==> config.mk <==
export PLATFORM = sky130hd
export DESIGN_NAME = fetch_unit
export DESIGN_NICKNAME = d
export VERILOG_FILES = /design/src/rtl/fetch_unit_pkg.sv /design/src/rtl/fetch_unit.sv
export SDC_FILE = /design/constraint.sdc
export NUM_CORES = 1
export LEC_CHECK = 0
export BUFFER_PORTS_ARGS = -buffer_cell sky130_fd_sc_hd__buf_2
export CAP_MARGIN = 20
export CELL_PAD_IN_SITES_DETAIL_PLACEMENT = 1
export CELL_PAD_IN_SITES_GLOBAL_PLACEMENT = 2
export CORE_AREA = 2 2 150 152
export CTS_CLUSTER_SIZE = 12
export DETAILED_ROUTE_END_ITERATION = 8
export DIE_AREA = 0 0 152 154
export GPL_TIMING_DRIVEN = 0
export MAX_ROUTING_LAYER = met4
export PLACE_DENSITY_LB_ADDON = 0.12
export SYNTH_ARGS = -nofsm -noshare
export SYNTH_HDL_FRONTEND = slang
export SYNTH_SLANG_ARGS = --single-unit
==> constraint.sdc <==
create_clock -name clk_i -period 2.35 [get_ports clk_i]
set_clock_uncertainty 0.05 [all_clocks]
set_input_delay 0.235 -clock clk_i [delete_from_list [all_inputs] [get_ports clk_i]]
set_output_delay 0.235 -clock clk_i [all_outputs]
set_load 0.02 [all_outputs]
==> src/rtl/fetch_unit_pkg.sv <==
// Shared definitions for the instruction fetch stage: FSM states, fault causes
// and the sequential fetch stride.
package fetch_unit_pkg;

  typedef enum logic [2:0] {
    IDLE  = 3'd0,
    REQ   = 3'd1,
    WAIT  = 3'd2,
    HOLD  = 3'd3,
    FAULT = 3'd4
  } fetch_state_t;

  typedef enum logic {
    FAULT_BUS_ERR    = 1'b0,
    FAULT_MISALIGNED = 1'b1
  } fetch_fault_cause_t;

  localparam logic [31:0] FETCH_STRIDE = 32'd4;

  function automatic logic is_misaligned(input logic [31:0] addr);
    return addr[1:0] != 2'b00;
  endfunction

endpackage

==> src/rtl/fetch_unit.sv <==
// Instruction fetch stage: owns the PC, issues one imem read at a time, holds the
// returned word for downstream and handles execute-stage redirects.
module fetch_unit
  import fetch_unit_pkg::*;
#(
  parameter logic [31:0] RESET_PC = 32'h0000_0000
) (
  input  logic        clk_i,
  input  logic        reset_ni,
  output logic        imem_req_valid_o,
  input  logic        imem_req_ready_i,
  output logic [31:0] imem_req_addr_o,
  input  logic        imem_resp_valid_i,
  input  logic [31:0] imem_resp_data_i,
  input  logic        imem_resp_err_i,
  output logic [31:0] ir_o,
  output logic [31:0] pc_o,
  output logic        ir_valid_o,
  input  logic        ir_ready_i,
  input  logic        redirect_i,
  input  logic [31:0] redirect_pc_i,
  output logic        fault_o,
  output logic        fault_cause_o
);

  fetch_state_t       state_q, state_d;
  fetch_fault_cause_t cause_q, cause_d;
  logic [31:0]        pc_q, pc_d;
  logic [31:0]        req_addr_q, req_addr_d;
  logic [31:0]        ir_q, ir_d;
  logic [31:0]        ir_pc_q, ir_pc_d;
  logic               ir_valid_q, ir_valid_d;
  logic               fault_q, fault_d;
  logic               kill_q, kill_d;
  logic [31:0]        pc_next;

  assign pc_next = pc_q + FETCH_STRIDE;

  always_ff @(posedge clk_i or negedge reset_ni) begin
    if (!reset_ni) begin
      state_q    <= IDLE;
      cause_q    <= FAULT_BUS_ERR;
      pc_q       <= RESET_PC;
      req_addr_q <= RESET_PC;
      ir_q       <= 32'h0;
      ir_pc_q    <= RESET_PC;
      ir_valid_q <= 1'b0;
      fault_q    <= 1'b0;
      kill_q     <= 1'b0;
    end else begin
      state_q    <= state_d;
      cause_q    <= cause_d;
      pc_q       <= pc_d;
      req_addr_q <= req_addr_d;
      ir_q       <= ir_d;
      ir_pc_q    <= ir_pc_d;
      ir_valid_q <= ir_valid_d;
      fault_q    <= fault_d;
      kill_q     <= kill_d;
    end
  end

  always_comb begin
    state_d    = state_q;
    cause_d    = cause_q;
    pc_d       = pc_q;
    req_addr_d = req_addr_q;
    ir_d       = ir_q;
    ir_pc_d    = ir_pc_q;
    ir_valid_d = ir_valid_q;
    fault_d    = fault_q;
    kill_d     = kill_q;

    unique case (state_q)
      IDLE: begin
        req_addr_d = pc_q;
        state_d    = REQ;
      end
      REQ: begin
        if (imem_req_ready_i) state_d = WAIT;
      end
      WAIT: begin
        if (imem_resp_valid_i) begin
          if (kill_q) begin
            kill_d     = 1'b0;
            req_addr_d = pc_q;
            state_d    = REQ;
          end else if (imem_resp_err_i) begin
            fault_d = 1'b1;
            cause_d = FAULT_BUS_ERR;
            state_d = FAULT;
          end else begin
            ir_d       = imem_resp_data_i;
            ir_pc_d    = req_addr_q;
            ir_valid_d = 1'b1;
            state_d    = HOLD;
          end
        end
      end
      HOLD: begin
        if (ir_ready_i) begin
          ir_valid_d = 1'b0;
          pc_d       = pc_next;
          req_addr_d = pc_next;
          state_d    = REQ;
        end
      end
      FAULT: begin
        if (kill_q && imem_resp_valid_i) kill_d = 1'b0;
      end
      default: state_d = IDLE;
    endcase

    // Redirect overrides everything above; an accepted request is never abandoned,
    // its response is marked for dropping instead.
    if (redirect_i && state_q != IDLE) begin
      ir_d       = ir_q;
      ir_pc_d    = ir_pc_q;
      ir_valid_d = 1'b0;
      if (is_misaligned(redirect_pc_i)) begin
        pc_d       = pc_q;
        req_addr_d = req_addr_q;
        fault_d    = 1'b1;
        cause_d    = FAULT_MISALIGNED;
        state_d    = FAULT;
        unique case (state_q)
          REQ:     kill_d = imem_req_ready_i;
          WAIT:    kill_d = !imem_resp_valid_i;
          FAULT:   kill_d = kill_q && !imem_resp_valid_i;
          default: kill_d = 1'b0;
        endcase
      end else begin
        pc_d    = redirect_pc_i;
        fault_d = 1'b0;
        cause_d = cause_q;
        unique case (state_q)
          REQ: begin
            req_addr_d = req_addr_q;
            kill_d     = 1'b1;
            state_d    = imem_req_ready_i ? WAIT : REQ;
          end
          WAIT: begin
            if (imem_resp_valid_i) begin
              kill_d     = 1'b0;
              req_addr_d = redirect_pc_i;
              state_d    = REQ;
            end else begin
              kill_d  = 1'b1;
              state_d = WAIT;
            end
          end
          FAULT: begin
            req_addr_d = redirect_pc_i;
            if (kill_q && !imem_resp_valid_i) begin
              state_d = WAIT;
            end else begin
              kill_d  = 1'b0;
              state_d = REQ;
            end
          end
          default: begin
            req_addr_d = redirect_pc_i;
            kill_d     = 1'b0;
            state_d    = REQ;
          end
        endcase
      end
    end
  end

  assign imem_req_valid_o = (state_q == REQ);
  assign imem_req_addr_o  = req_addr_q;
  assign ir_o             = ir_q;
  assign pc_o             = ir_pc_q;
  assign ir_valid_o       = ir_valid_q;
  assign fault_o          = fault_q;
  assign fault_cause_o    = cause_q;

endmodule
; ---- Yosys cells after proc, flatten, opt, wreduce, memory -nomap -nowiden
; Cells that the tools add are included.
[classes]
n_addsub = 1
multipliers = 0
div = 0
magnitude_cmp = 0
eq_ne = 14
n_shift = 0
muxes = 51
bitwise = 3
n_reduce_logical = 20
[ops]
columns = operator, count
row1 = $mux 32, 10
row2 = $pmux 32 s3, 1
row3 = $pmux 32 s2, 1
row4 = $add 32x3->32 const B, 1
row5 = $mux 1, 23
row6 = $mux 3, 7
row7 = $pmux 3 s5, 1
row8 = $reduce_and 5->1, 3
row9 = $ne 3x3->1 const B, 4
row10 = $reduce_bool 2->1, 6
row11 = $reduce_and 4->1, 2
row12 = $eq 3x2->1 const B, 2
row13 = $mux 2, 3
row14 = $ne 2x2->1 const B, 3
row15 = $pmux 1 s3, 2
row16 = $pmux 2 s3, 1
row17 = $reduce_bool 3->1, 2
row18 = $ne 2x1->1 const B, 2
row19 = $pmux 1 s2, 2
row20 = $eq 3x1->1 const B, 1
row21 = $eq 3x3->1 const B, 1
row22 = $logic_and 1x1->1, 3
row23 = $logic_not 3->1, 1
row24 = $ne 3x1->1 const B, 1
row25 = other kinds (4), 6
[totals]
register_bits = 135
latchBits = 0
ram_bits = 0
romBits = 0
out_inout_bits = 100
wordCells = 98
memories = 0

; ---- Longest topological paths before layout
; Gate-level depths: netlist (run 1).
[depth]
depth_word = 7
mapped_depth = 9
depth_no_buf = 6

; ---- Least setup slack after synthesis (run 1)
; Ideal clock, no wire load.
[synth_timing]
path_kind = register to register
start = reg pc_q[2]
end = reg req_addr_q[22] (netlist: imem_req_addr_o[22])
setup_ns = 0.121
t_arrival_ns = 1.987
required_ns = 2.179
setup_slack_ns = 0.192
path_stages_with_launch = 8
synth_period_minus_slack_ns = 2.158
path_cell_list = dfrtp_1 ha_1 nand3_1 or4_1 buf_2 o311ai_1 and3_1 o21ai_1
[synth_via]
elab_chain_len = 7
[synth_lines]
columns = element, line
row1 = "start, declared", fetch_unit.sv:28  ; logic [31:0] pc_q, pc_d;
row2 = "start signal, assigned", fetch_unit.sv:53  ; pc_q <= pc_d;
row3 = $add 32x3->32 *, fetch_unit.sv:37  ; assign pc_next = pc_q + FETCH_STRIDE;
row4 = $mux 32 *, fetch_unit.sv:101  ; if (ir_ready_i) begin
row5 = $pmux 32 s3 *, fetch_unit.sv:74  ; unique case (state_q)
row6 = $mux 32, fetch_unit.sv:143  ; if (imem_resp_valid_i) begin
row7 = $pmux 32 s2, fetch_unit.sv:136  ; unique case (state_q)
row8 = $mux 32, fetch_unit.sv:120  ; if (is_misaligned(redirect_pc_i)) begin
row9 = $mux 32 *, fetch_unit.sv:116  ; if (redirect_i && state_q != IDLE) begin
row10 = "end signal, assigned", fetch_unit.sv:54  ; req_addr_q <= req_addr_d;
row11 = "end, declared", fetch_unit.sv:29  ; logic [31:0] req_addr_q, req_addr_d;
; Every way passes the cells marked *; elsewhere a longest branch is shown, timed or not. The select of a mux whose other input is x is not followed.
; A chain may end at the register's enable or synchronous reset.

; ---- Worst setup path in the final report (run 1)
[layout_timing]
start = reg pc_q[6]
end = reg req_addr_q[22] (netlist: imem_req_addr_o[22])
; The elaborated chain is that of the path after synthesis.

==> results of run 1 <==
## per-layer routing
| metal | vias up | track usage | share of wire |
|---|---|---|---|
| li1 | 3098 | - | - |
| met1 | 3361 | 0.2965 | 0.46 |
| met2 | 200 | 0.3726 | 0.47 |
| met3 | 38 | 0.04820 | 0.044 |
| met4 | 0 | 0.06320 | 0.020 |
| met5 | - | - | 0 |
## cell type report
| class | instances | area, sq um |
|---|---|---|
| inverter | 7 | 30.03 |
| timing repair buffer | 219 | 1353 |
| tap | 280 | 350.3 |
| clock buffer | 19 | 442.9 |
| clock inverter | 13 | 170.2 |
| buffer | 58 | 309.0 |
| multi-input combinational | 497 | 3508 |
| fill | 2463 | 12140 |
| sequential | 135 | 3382 |
## cells by family (layout without fill, tap and decap cells)
group | Yosys count | count (layout) | share of synthesized area
compound gates | 193 | 193 | 0.1909
buf+inv | 67 | 316 | 0.04147
mux | 72 | 72 | 0.1134
xor+xnor | 9 | 9 | 0.01116
fa+ha+maj | 2 | 2 | 0.003544
simple gates | 221 | 221 | 0.1611
flops | 135 | 135 | 0.4785
## path summary, 6_finish.rpt
| kind | start | to | slack (ns) | cells past startpoint |
|---|---|---|---|---|
| min in group asynchronous | reset_ni | ir_o[17] | 0.13 | 2 |
| setup / recovery | pc_q[6] | imem_req_addr_o[22] | 0.09 | 7 |
| max in group asynchronous | reset_ni | pc_q[3] | 1.54 | 3 |
| hold reg to reg | pc_q[1] | pc_q[1] | 0.44 | 1 |
| setup reg to reg | pc_q[6] | imem_req_addr_o[22] | 0.09 | 7 |
| hold / removal | redirect_pc_i[12] | imem_req_addr_o[12] | 0.008 | 2 |
## registers in the layout, indices dropped and copies added (netlist names), named ones only
signal	flops
ir_o	32
pc_q	32
fault_o	1
fault_cause_o	1
ir_valid_o	1
pc_o	32
state_q	3
imem_req_addr_o	32
## cell usage in the layout (no fill, tap or decap), types with 5 or more instances in the layout
cell type	instances
sky130_fd_sc_hd__a211oi_1	8
sky130_fd_sc_hd__a21oi_1	30
sky130_fd_sc_hd__a221o_1	6
sky130_fd_sc_hd__a22oi_1	18
sky130_fd_sc_hd__a311oi_1	5
sky130_fd_sc_hd__a31oi_1	5
sky130_fd_sc_hd__a32oi_1	13
sky130_fd_sc_hd__and2_1	5
sky130_fd_sc_hd__and3_1	10
sky130_fd_sc_hd__buf_2	201
sky130_fd_sc_hd__buf_4	12
sky130_fd_sc_hd__clkbuf_1	6
sky130_fd_sc_hd__clkbuf_16	17
sky130_fd_sc_hd__clkbuf_2	13
sky130_fd_sc_hd__clkbuf_4	5
sky130_fd_sc_hd__dfrtp_1	132
sky130_fd_sc_hd__dlygate4sd3_1	36
sky130_fd_sc_hd__inv_1	6
sky130_fd_sc_hd__mux2_2	64
sky130_fd_sc_hd__mux2i_1	8
sky130_fd_sc_hd__nand2_1	70
sky130_fd_sc_hd__nand3_1	22
sky130_fd_sc_hd__nand4_1	10
sky130_fd_sc_hd__nor2_1	36
sky130_fd_sc_hd__nor3_1	18
sky130_fd_sc_hd__nor4_1	5
sky130_fd_sc_hd__o211ai_1	6
sky130_fd_sc_hd__o21ai_0	41
sky130_fd_sc_hd__o21ai_1	5
sky130_fd_sc_hd__o221a_2	5
sky130_fd_sc_hd__o221ai_1	10
sky130_fd_sc_hd__o22ai_1	5
sky130_fd_sc_hd__o31ai_1	5
sky130_fd_sc_hd__xnor2_1	8
## power groups by stage
| stage | clock network (mW) | registers (mW) | logic, mW |
|---|---|---|---|
| floorplan | 0 | 4.68 | 2.34 |
| global placement | 0 | 3.83 | 5.00 |
| CTS | 2.88 | 3.87 | 5.34 |
| global route | 2.99 | 4.04 | 5.78 |
| detailed placement | 0 | 3.91 | 5.11 |
| finish | 2.81 | 3.89 | 5.36 |
## repair_timing
item	4_1_cts	5_1_grt
endpoints found under the hold margin	170	0
resized for setup	40	22
setup endpoints to repair	119	119
pin swaps	0	3
hold buffers	36	0
buffers inserted	4	6
## through the flow
step / hold slack (ns) / TNS [ns] / instance area [sq um]
floorplan: -0.1106 / 0 / 7061
global placement: 0.4193 / -156.56 / 8262
detailed placement: -0.008990 / -25.67 / 8328
CTS: 0.0001310 / -0.02537 / 9450
global route: 0.0003124 / -0.00005507 / 9545
finish: 0.007801 / 0 / 9545
==> impl_results.md, run 1 <==
- CTS Root Cell: sky130_fd_sc_hd__clkbuf_16
- Clock power share: 0.233
- Clock transition at path regs: roughly 0.07 ns
- Max-slew headroom at the worst pin: 0.6113
- GP Congestion: around 0.88
- Post-synthesis async set-or-reset flop share: 1.000
- Number of antenna repair diodes: 0
- Area contributors post-synth: sky130_fd_sc_hd__dfrtp_1, sky130_fd_sc_hd__mux2_2, sky130_fd_sc_hd__nand2_1
- Post-synthesis sequential element count: around 140
- Wire per inst: 21.34 um
- Min Tclk post-route: 2.264 ns
- Number of CTS-inserted buffers: 17
- Standard-cell row count: 54
- Type of the worst setup path: reg2reg
- Number of enable-type register cells in the synthesized netlist: 0
- Cell Pwr Density: 1264 mW/mm^2
- Number of vias in the routed layout: 6697
- Fin. Hold Viols: 0
- Top-level I/O count: 171
- Commonest cells in the synthesized netlist: sky130_fd_sc_hd__dfrtp_1, sky130_fd_sc_hd__nand2_1, sky130_fd_sc_hd__mux2_2
- CTS tree: done
- Mapped Cells: ~700
- Final total power: around 12 mW
- Number of clock sinks: 135
- ANT nets after route: 0
- Highest-delay cell along the critical path: sky130_fd_sc_hd__or4_1
- Setup crit start kind: flop
- Worst path cell trace: buf_2, nand4_4, or4_1, buf_2, o311ai_1, and3_1, o21ai_1
- Final worst-path setup slack: 0.08614 ns
- WP data arrival: roughly 2.5 ns
- Period Utilization, post-route: 0.9633
- Kind of path behind the tightest hold check: in2reg
- Via density per instance: roughly 5.5
- Status: finished, final reports clean
- All-Layer GR Usage: 0.2311
- Number of placed instances with taps included: 1152
- Insertion delay to the later sink of the worst-skew pair: 0.43 ns
- Count of synthesis-stage warnings from yosys: 0
- HPWL Detailed: 18400 um
- Library cell occupying the most area in the post-synthesis netlist: sky130_fd_sc_hd__dfrtp_1
- Global route overflow: 0
- Worst endpoint required time: 2.61 ns
- Sw frac: 0.4263
- Leakage: 4.366 nW
- Die area: roughly 0.023 sq mm
- Post-route core utilization: 0.4401
- # Max-Cap Violations: 0
- Combinational share of power: 0.445
- Sequential share of power: 0.323
- Net count reported at finish: about 1000
- Most used flip-flop cell after synthesis: sky130_fd_sc_hd__dfrtp_1
- Design internal power: 6.922 mW
- Switching power: between 5 and 6 mW
- Vertical extent of the die: 154 um
- DRC: 0
- Maximum count of clock buffers along a single path: 2
- Post-synthesis net count: roughly 770
- Kind of cell adding the most delay to the critical path: simple AND/OR/NAND/NOR gates
- Vias in the first global route: 7196
- H-tree level count: 4
- DR iter-0 viols: between 300 and 400
- Finish-stage setup viols: 0
- Detailed Routing Iterations Pass 1: 7
- Measured slew at the worst slew-check pin: between 0.5 and 0.6 ns
- Average cell area after synthesis: between 10 and 15 sq um
- Count of unique library cells instantiated by Yosys: 68
- Fraction of final layout cells sized beyond drive strength 1: 0.3892
- Mapped cell area: 0.007061 sq mm
- Worst supply voltage drop on vdd: approximately 0.54 mV
- Maximum number of pins on one net before global-route repair: 70
- Fmax achieved: about 440 MHz
- Most used standard cell by instance count after synthesis: sky130_fd_sc_hd__dfrtp_1
- Largest driver fanout on the critical path: 10
- CP Capture Type: flop
- CP bufs+invs: 2
- Total detailed-routing wirelength: 26210 um
- Core ar.: around 0.022 sq mm
- Horizontal die dimension: around 150 um
- Effective utilization at floorplan: 0.3255
- Initial antenna violation count: 0
- Final slew viol count: 0
- Non-filler cells, final: 1228
- Setup Slack @ Placement: -0.4464 ns
- Slowest cell delay on critical path: 0.55 ns
- Sequential-to-total area share from yosys stat: 0.4785
- Area added between synthesis and finish: 35.19%
- Wire length of the first global-routing pass: 41270 um
- Number of buffers inserted by port buffering: between 150 and 200
- Fraction of synthesized cell area taken by the top area cell type: 0.4785
- Cell repeated most along the worst path: sky130_fd_sc_hd__buf_2
Note: power is estimated with default switching activity, not from simulation.
==> inputs of run 2 (changes only) <==
--- a/config.mk
+++ b/config.mk
@@ -10,6 +10,7 @@
 export CELL_PAD_IN_SITES_DETAIL_PLACEMENT = 1
 export CELL_PAD_IN_SITES_GLOBAL_PLACEMENT = 2
 export CORE_AREA = 2 2 150 152
+export CTS_BUF_LIST = sky130_fd_sc_hd__clkbuf_16
 export CTS_CLUSTER_SIZE = 12
 export DETAILED_ROUTE_END_ITERATION = 8
 export DIE_AREA = 0 0 152 154
==> run 2 against run 1 <==
Compared with the run above:
- cell count increased by 0.16%
- die area unchanged
- hold slack got worse by 0.0022 ns
- routed wire length increased by 0.68%
- fmax decreased by 0.25%
- critical path depth unchanged
- combinational power about the same
- via count increased by 0.13%
- largest power group unchanged
==> impl_results.md, run 2 (synthesized netlist as in run 1, its figures left out) <==
- Final slew viol count: 0
- Logic depth of the worst register-to-register path: 7
- Standard-cell row count: 54
- Fraction of final layout cells sized beyond drive strength 1: 0.3874
- HPWL Detailed: 18400 um
- Vertical extent of the die: ~150 um
- All-Layer GR Usage: 0.2319
- Leading cell type in the layout, fill and taps excluded: sky130_fd_sc_hd__buf_2
- Cell Pwr Density: roughly 1300 mW/mm^2
- Setup crit start kind: flop
- Leakage: 4.372 nW
- Number of CTS-inserted buffers: 17
- Die area: 0.02341 sq mm
- Finish-stage setup viols: 0
- Fin. Hold Viols: 0
- CP bufs+invs: 3
- Beginning of the worst hold path: redirect_pc_i[13]
- Via density per instance: about 5.5
- Worst path cell trace: clkbuf_4, nand4b_1, clkbuf_2, buf_2, mux2i_1, a22oi_1, o21ai_0
- Kind of path behind the tightest hold check: in2reg
- Highest signal layer in the routed design: met4
- Maximum count of clock buffers along a single path: 2
- # Max-Cap Violations: 0
- Worst hold path stage count: 3
- Net count reported at finish: 1010
- Worst hold margin: 0.005563 ns
- Detail Route met3 WL: between 1000 and 1500 um
- Commonest cells after routing, fill and taps aside: sky130_fd_sc_hd__buf_2, sky130_fd_sc_hd__dfrtp_1, sky130_fd_sc_hd__nand2_1
- Clock transition at path regs: around 0.07 ns
- Measured slew at the worst slew-check pin: 0.5972 ns
- Initial antenna violation count: 0
- Vias in the first global route: 7220
- Horizontal die dimension: 152 um
- H-tree level count: 4
- Met2 WL: ~13000 um
- ANT nets after route: 0
- Global route overflow: 0
- Met1 Wirelength: 12150 um
- Status: finished, final reports clean
- Worst endpoint required time: 2.59 ns
- Wire per inst: around 21 um
- Insertion delay to the later sink of the worst-skew pair: 0.43 ns
- Type of the worst setup path: reg2reg
- Number of vias in the routed layout: between 6000 and 7000
- Detailed Routing Iterations Pass 1: 5
- CP startpoint: state_q[1]
- Area added between synthesis and finish: 35.34%
- Max-slew headroom at the worst pin: 0.6014
- Critical R2R Launch: state_q[1]
- Effective utilization at floorplan: 0.3255
- CTS tree: done
- Wire length of the first global-routing pass: 41340 um
- Period Utilization, post-route: 0.9657
- Worst supply voltage drop on vdd: 0.5473 mV
- WP data arrival: 2.51 ns
- Number of antenna repair diodes: 0
- DR iter-0 viols: 460
- Fmax achieved: between 400 and 500 MHz
- Largest driver fanout on the critical path: 10
- Top-level I/O count: 171
- CP Capture Type: flop
- Min Tclk post-route: 2.269 ns
- Highest-delay cell along the critical path: sky130_fd_sc_hd__dfrtp_1
- Number of buffers inserted by port buffering: 170
- CTS Root Cell: sky130_fd_sc_hd__clkbuf_16
- GP Congestion: 0.8822
- DRC: 0
- Slowest cell delay on critical path: 0.43 ns
- Stages on worst setup path: 7
- Core ar.: 0.02169 sq mm
- Maximum number of pins on one net before global-route repair: 70
- Total detailed-routing wirelength: about 26000 um
- Final total power: ~12 mW
- Kind of cell adding the most delay to the critical path: buffers and inverters
- Number of clock sinks: 135
==> run 2: tightest hold or removal path, cell delays in order <==
cell and delay (ns):
sky130_fd_sc_hd__buf_2 0.09, sky130_fd_sc_hd__a22oi_1 0.06, sky130_fd_sc_hd__o21ai_0 0.07
==> run 2: power breakdown <==
| part | leakage, nW | switching [mW] | internal (mW) |
|---|---|---|---|
| Combinational | 2.36 | 3.40 | 1.98 |
| Sequential | 1.72 | 0.661 | 3.24 |
| Clock | 0.294 | 1.10 | 1.67 |
| Total | 4.37 | 5.17 | 6.89 |
==> run 2: cell type report <==
cell class	instances	area [sq um]
Clock buffer	17	425.4
Fill cell	2462	12130
Buffer	58	309.0
Multi-Input combinational cell	497	3508
Sequential cell	135	3382
Tap cell	280	350.3
Timing Repair Buffer	221	1373
Clock inverter	15	177.7
Inverter	7	30.03
==> run 2: final timing paths <==
| path | slack (ns) | end |
|---|---|---|
| max | 0.08 | imem_req_addr_o[2] |
| min | 0.006 | imem_req_addr_o[13] |
| max reg2reg | 0.08 | imem_req_addr_o[2] |
| min reg2reg | 0.44 | pc_q[1] |
| max in group asynchronous | 1.56 | state_q[2] |
| min in group asynchronous | 0.13 | ir_o[17] |
==> run 2: what timing repair did <==
item,in CTS,in global routing
setup endpoints to repair,119,116
hold buffers,37,1
buffers inserted,4,6
pin swaps,0,3
hold endpoints to repair,171,1
resized for setup,41,20
==> run 2: routing by layer <==
| layer | track usage | vias up |
|---|---|---|
| li1 | - | 3108 |
| met1 | 0.2961 | 3362 |
| met2 | 0.3754 | 205 |
| met3 | 0.05073 | 31 |
| met4 | 0.06008 | 0 |
| met5 | - | - |
==> run 2: through the flow <==
step	utilization	setup TNS, ns	cell area [sq um]	instances	setup slack [ns]
5_1_grt	0.4406	-0.0001235	9555	1230	-0.0001235
2_1_floorplan	-	0	7061	699	0.1920
3_5_place_dp	0.3840	-25.67	8328	1152	-0.4464
3_3_place_gp	0.3809	-156.56	8262	1149	-1.003
4_1_cts	0.4358	0	9452	1225	0.005328
6_report	0.4406	0	9555	1230	0.08056
